`src/rtl/aes_block_serializer.sv`:
```
// Frames one 128-bit AES result block as a byte stream: a header byte, then 16 data bytes.
// Define AES_SER_CHECKSUM_EN to append an XOR checksum byte to each frame.
module aes_block_serializer #(
  parameter bit         MSB_FIRST = 1'b1,
  parameter logic [3:0] HDR_SYNC  = 4'hA
) (
  input  logic         clk,
  input  logic         rst_n,
  input  logic         en,
  input  logic         blk_valid,
  output logic         blk_ready,
  input  logic [127:0] blk_data,
  input  logic [1:0]   blk_tag,
  output logic         tx_valid,
  input  logic         tx_ready,
  output logic [7:0]   tx_data,
  output logic         tx_last,
  output logic         busy,
  output logic [15:0]  blk_count
);

  localparam int unsigned BLK_W  = 128;
  localparam int unsigned BYTE_W = 8;
  localparam int unsigned IDX_W  = 4;
  localparam int unsigned CNT_W  = 16;
  localparam int unsigned TAG_W  = 2;
  localparam logic [IDX_W-1:0] IDX_LAST = IDX_W'(15);

  typedef enum logic [1:0] {S_IDLE, S_HDR, S_DATA, S_CSUM} state_t;

  state_t             state, state_nxt;
  logic [BLK_W-1:0]   shreg;
  logic [TAG_W-1:0]   tag;
  logic [IDX_W-1:0]   idx;
  logic [BYTE_W-1:0]  cur_byte;
  logic               accept;
  logic               data_fire;
  logic               frame_done;

`ifdef AES_SER_CHECKSUM_EN
  logic [BYTE_W-1:0]  csum;
`endif

  assign cur_byte  = MSB_FIRST ? shreg[BLK_W-1 -: BYTE_W] : shreg[BYTE_W-1:0];
  assign accept    = blk_valid && blk_ready;
  assign data_fire = (state == S_DATA) && tx_ready;
`ifdef AES_SER_CHECKSUM_EN
  assign frame_done = (state == S_CSUM) && tx_ready;
`else
  assign frame_done = data_fire && (idx == IDX_LAST);
`endif

  // State register; reset drops tx_valid immediately and discards any frame in flight.
  always_ff @(posedge clk or negedge rst_n) begin
    if (!rst_n) state <= S_IDLE;
    else        state <= state_nxt;
  end

  // Next-state logic
  always_comb begin
    state_nxt = state;
    case (state)
      S_IDLE: if (accept)   state_nxt = S_HDR;
      S_HDR:  if (tx_ready) state_nxt = S_DATA;
      S_DATA: begin
        if (tx_ready && (idx == IDX_LAST)) begin
`ifdef AES_SER_CHECKSUM_EN
          state_nxt = S_CSUM;
`else
          state_nxt = S_IDLE;
`endif
        end
      end
`ifdef AES_SER_CHECKSUM_EN
      S_CSUM: if (tx_ready) state_nxt = S_IDLE;
`endif
      default: state_nxt = S_IDLE;
    endcase
  end

  // Outputs decoded from registered state and datapath only, so they hold while stalled.
  always_comb begin
    blk_ready = 1'b0;
    tx_valid  = 1'b0;
    tx_data   = '0;
    tx_last   = 1'b0;
    busy      = 1'b1;
    case (state)
      S_IDLE: begin
        blk_ready = en;
        busy      = 1'b0;
      end
      S_HDR: begin
        tx_valid = 1'b1;
        tx_data  = {HDR_SYNC, 2'b00, tag};
      end
      S_DATA: begin
        tx_valid = 1'b1;
        tx_data  = cur_byte;
`ifndef AES_SER_CHECKSUM_EN
        tx_last  = (idx == IDX_LAST);
`endif
      end
`ifdef AES_SER_CHECKSUM_EN
      S_CSUM: begin
        tx_valid = 1'b1;
        tx_data  = csum;
        tx_last  = 1'b1;
      end
`endif
      default: busy = 1'b0;
    endcase
  end

  // Block shift register, tag, byte index and frame counter
  always_ff @(posedge clk or negedge rst_n) begin
    if (!rst_n) begin
      shreg     <= '0;
      tag       <= '0;
      idx       <= '0;
      blk_count <= '0;
    end else begin
      if (accept) begin
        shreg <= blk_data;
        tag   <= blk_tag;
        idx   <= '0;
      end else if (data_fire) begin
        shreg <= MSB_FIRST ? {shreg[BLK_W-BYTE_W-1:0], BYTE_W'(0)}
                           : {BYTE_W'(0), shreg[BLK_W-1:BYTE_W]};
        if (idx != IDX_LAST) idx <= idx + IDX_W'(1);
      end
      if (frame_done) blk_count <= blk_count + CNT_W'(1);
    end
  end

`ifdef AES_SER_CHECKSUM_EN
  // Running XOR of the data bytes as they leave; header is excluded.
  always_ff @(posedge clk or negedge rst_n) begin
    if (!rst_n)         csum <= '0;
    else if (accept)    csum <= '0;
    else if (data_fire) csum <= csum ^ cur_byte;
  end
`endif

endmodule

```
`config.mk`:
```
export PLATFORM = sky130hd
export DESIGN_NAME = aes_block_serializer
export DESIGN_NICKNAME = d
export VERILOG_FILES = /design/src/rtl/aes_block_serializer.sv
export SDC_FILE = /design/constraint.sdc
export NUM_CORES = 1
export LEC_CHECK = 0
export BUFFER_PORTS_ARGS = -buffer_cell sky130_fd_sc_hd__buf_2
export CORE_MARGIN = 2
export CORE_UTILIZATION = 54
export CTS_CLUSTER_SIZE = 8
export DETAILED_ROUTE_END_ITERATION = 10
export PLACE_DENSITY = 0.83
export SLEW_MARGIN = 30
export SYNTH_ARGS = -nofsm -noshare
export SYNTH_HDL_FRONTEND = slang
export SYNTH_SLANG_ARGS = --single-unit
```
`constraint.sdc`:
```
create_clock -name clk -period 2.05 [get_ports clk]
set_input_delay 0.1025 -clock clk [delete_from_list [all_inputs] [get_ports clk]]
set_output_delay 0.1025 -clock clk [all_outputs]
set_load 0.05 [all_outputs]
```
-- Word level (Yosys, flattened, before mapping)
Index checks and enable logic that the tools add are counted.
Widths: inputs -> output; s select.
- logic and storage cells: 37
- bits in registers: 152
- input bits: 135
- output and inout port bits: 28
- eq/ne operators: 7
- reductions and logical operators: 10
- mux-type cells: 13
- $add $sub $neg: 2
- operators with widths (kind ; count):
    $mux 128 ; 2
    $add 16x1->16 const B ; 1
    $pmux 8 s2 ; 1
    $mux 4 ; 3
    $mux 2 ; 3
    $pmux 2 s3 ; 1
    $add 4x1->4 const B ; 1
    $eq 4x4->1 const B ; 1
    $logic_and 1x1->1 ; 4
    $ne 2x2->1 const B ; 2
    $ne 4x4->1 const B ; 1
    $reduce_bool 2->1 ; 2
    $mux 1 ; 3
    $reduce_and 3->1 ; 1
    $eq 2x1->1 const B ; 1
    $eq 2x2->1 const B ; 1
    $logic_not 2->1 ; 1
    $ne 2x1->1 const B ; 1
    $reduce_and 2->1 ; 1
    $reduce_or 2->1 ; 1

-- Depth between registers and ports, before layout
- depth after elaboration: 5
- depth in mapped cells: 8
- depth with buffers taken out: 6

-- Worst setup path before layout
OpenSTA, ideal clock, no wires.
- path type: register to output
- start: register state[0]
- end: output tx_data[0]
- buffers on the path: 0
- slack: 0.132 ns
- required time: 1.947 ns
- arrival time: 1.815 ns
- stages on the path, launching flop included: 4
- cell sequence: dfrtp_1 -> inv_1 -> ha_1 -> nor2b_1
- cells in the longest elaborated chain, start to end: 2
- elaborated cells between the ends (all ways): 3
- classes of those cells: eq/ne (2); mux (1)
- ends and longest elaborated chain (element ; RTL line ; text):
    start: declaration ; 31 ; state_t state, state_nxt;
    start signal: assignment ; 56 ; else state <= state_nxt;
    $eq 2x2->1 or $eq 2x1->1 (tied branches) ; 88 ; case (state)
    $pmux 8 s2 * ; 88 ;
    end: declaration ; 16 ; output logic [7:0] tx_data,
Mark *: on every way between the ends. The rest lies on a longest branch, timed or not.

-- Worst setup path after layout
- start: register state[0]
- end: output tx_data[1]
Same word-level chain as after synthesis.

==> results.md <==
- Leakage: 5.39 nW
- Synth cell types: 29
- Top Ports: 163
- WP buf/inv: 3
- Root Buffer: clkbuf_16
- Reg2Reg Depth: 7
- Grt ovf: 0
- Worst-Margin Slew: 434 ps
- HPWL Detailed: 10500 um
- Vias in the first global route: 6528
- Share of layout cells above drive strength 1: 0.224
- Area share of the largest cell type after synthesis: 0.540
- Final #Nets: 1097
- H-Tree Depth: 4
- Clock Skews: 6.94 ps
- Clock-pin slew on the worst setup and hold paths: 60 ps
- DP Area: 0.00809 mm2
- Max Cap Viol: 0
- Max Freq: 505 MHz
- #FFs+latches synth: 152
- TritonCTS buffer count: 17
- Die width: 118 um
- Peak supply drop: 0.716 mV
- CP Max Fanout: 12
- DR pass1 iterations: 5
- Syn Area/Cell: 10.4 um2
- Largest net degree at the start of global routing: 100
- Multi-input logic area: 0.00302 mm2
- Final hold vios: 0
- Clock Sinks: 152
- Die height: 118 um
- Top FF cell, synth: dfrtp_1
- RSZ-0062 raised after global routing: no
- Fin area: 0.0101 mm2
- PortBufs: 162
- Postcts setup bufs: 0
- Post-synth ARST share: 1.00
- Data required time at the worst endpoint: 1950 ps
- Routed wire length: 20800 um
- Final period util: 0.966
- CP startpoint kind: flop
- Power per Cell Area: 1180 mW/mm2
- Relative slew slack: 0.710
- CP max stage delay: 410 ps
- Critical Path Most Common Cell: buf_4
- Tot GR Track Use: 0.308
- Drt drc: 0
- Syn nets: 816
- First-pass GRT wire length: 33300 um
- Post-synth EDFFs: 0
- Core Region: 0.0127 mm2
- Worst R2R End: shreg[34]$_DFFE_PN0P_
- Initial antenna violation count: 3
- Synth Cell Area: 0.00704 mm2
- Sequential share of the synthesized area: 0.540
- Reg area: 0.00380 mm2
- Endpoints failing setup: 0
- Worst path cell trace: inv_1, ha_2, buf_4, a22oi_1, nor2b_1, buf_4
- Clk_lat worst skew: 420 ps
- Vias per inst: 5.44
- HP Class: in -> async
- FP Rows: 41
- Clock Path Buffers: 2
- Critical path capture point type: output port
- DIE AREA: 0.0140 mm2
- Critical R2R Launch: state[0]$_DFFE_PN0P_
- Area contributors post-synth: dfrtp_1 54%, mux2i_1 17%, nand2_1 7.9%
- WS Path Type: reg -> out
- Final Slew Violations: 0
- Status: complete, no violations
- Drt wl/cell: 18.2 um
- Synth-to-layout area growth: 42.9%
- Initial Utilization: 0.556
- Drt initial violations: 495
- DRT antenna net count: 0
- CTS tree: built
- Yosys warnings: 0
- Vias: 6224
- # fillers: 748
- Crit-path slowest cell: dfrtp_1
- Area leader, netlist: dfrtp_1
- Crit path time final: 1980 ps
- Tot Pwr: 11.9 mW
- Crit path DAT: 1880 ps
- GP Congestion: 0.779
- Synth Instances: 675
- Hold slack: 72.9 ps
- R2R setup slack: 170 ps
- Crit path max-delay family: buffers and inverters
- Setup TNS Final: 0 ps
## worst max path at each step
stage	cells after the start	startpoint	slack, ps	endpoint
floorplan	3	state[0]$_DFFE_PN0P_	130	tx_data[0]
global placement	7	state[0]$_DFFE_PN0P_	320	shreg[40]$_DFFE_PN0P_
detailed placement	7	state[0]$_DFFE_PN0P_	250	shreg[34]$_DFFE_PN0P_
CTS	6	state[0]$_DFFE_PN0P_	40	tx_data[0]
global route	6	state[0]$_DFFE_PN0P_	6	tx_data[1]
finish	6	state[0]$_DFFE_PN0P_	70	tx_data[1]
## worst register-to-register path: cells and delay by family (launching register included)
family	cells	cell delay [ps]
adders and majority gates	1	220
muxes	1	290
buffers and inverters	3	620
and+or+nand+nor	1	90
AOI/OAI and AO/OA	1	120
DFF	1	390
## state kept, by name, summed over array words and instances (netlist names)
register   count
blk_count     16
idx            4
shreg        128
state          2
tag            2
## logic make-up after synthesis
| group | after synthesis | synth area share |
|---|---|---|
| AND/OR/NAND/NOR | 201 | 0.126 |
| flip-flops | 152 | 0.540 |
| AO/OA/AOI/OAI | 128 | 0.0922 |
| multiplexers | 123 | 0.175 |
| buffers and inverters | 47 | 0.0334 |
| XOR/XNOR | 18 | 0.0224 |
| adder cells (fa/ha/maj) | 6 | 0.0107 |
## layer usage
layer / up-vias / track usage / part of all wire
li1: 2894 / - / -
met4: 0 / 0.166 / 0.049
met5: - / 0 / 0
met2: 281 / 0.534 / 0.51
met1: 2977 / 0.355 / 0.39
met3: 72 / 0.0671 / 0.057
## layout make-up
class,instances,share of cell area
Clock buffer,24,0.0499
Antenna cell,3,0.000746
Sequential cell,152,0.378
Timing Repair Buffer,307,0.235
Clock inverter,8,0.0139
Inverter,2,0.000746
Multi-Input combinational cell,476,0.300
Tap cell,172,0.0214
## synthesized netlist by cell type, types with 7 or more instances
library cell and number:
dfrtp_1 152, buf_4 13, o21ai_0 96, xnor2_1 7, clkbuf_1 24, nand3_1 15, o21ai_1 26, mux2i_1 121
buf_2 8, nand2_1 148, xor2_1 11, nor2_1 7
## layout by cell type (no fill, tap or decap), drive strengths merged
master,Yosys,final
diode,0,3
a22oi,2,2
nor3,4,4
o21ai,122,122
ha,6,6
a2bb2oi,1,1
nand3,16,16
nand2,148,148
xnor2,7,7
mux2,2,2
nor2,7,7
buf,21,174
or3,1,1
nand4,7,7
nor4,2,2
nor2b,5,5
inv,2,2
dfrtp,152,152
and2,6,6
and3,5,5
mux2i,121,121
clkinv,0,4
xor2,11,11
bufinv,0,4
a21oi,3,3
clkbuf,24,26
dlygate4sd3,0,131
## where the power goes
part	switching, mW	internal (mW)
combinational	1.88	1.55
clock	1.16	2.19
sequential	0.843	4.22
total	3.88	7.97
## metrics by stage
stage / util / cells / setup slack (ps)
finish: 0.794 / 1144 / 70.1
global route: 0.794 / 1144 / 6.38
CTS: 0.793 / 1141 / 35.1
detailed placement: 0.638 / 978 / 251
floorplan: - / 675 / 132
global placement: 0.638 / 978 / 321
## what timing repair did
action	in CTS	in global routing
cloned	0	0
endpoints found under the hold margin	282	0
hold buffers	131	0
setup endpoints to repair	1	4
pin swaps	0	0
resized for setup	1	3
(Power assumes the default switching activity.)
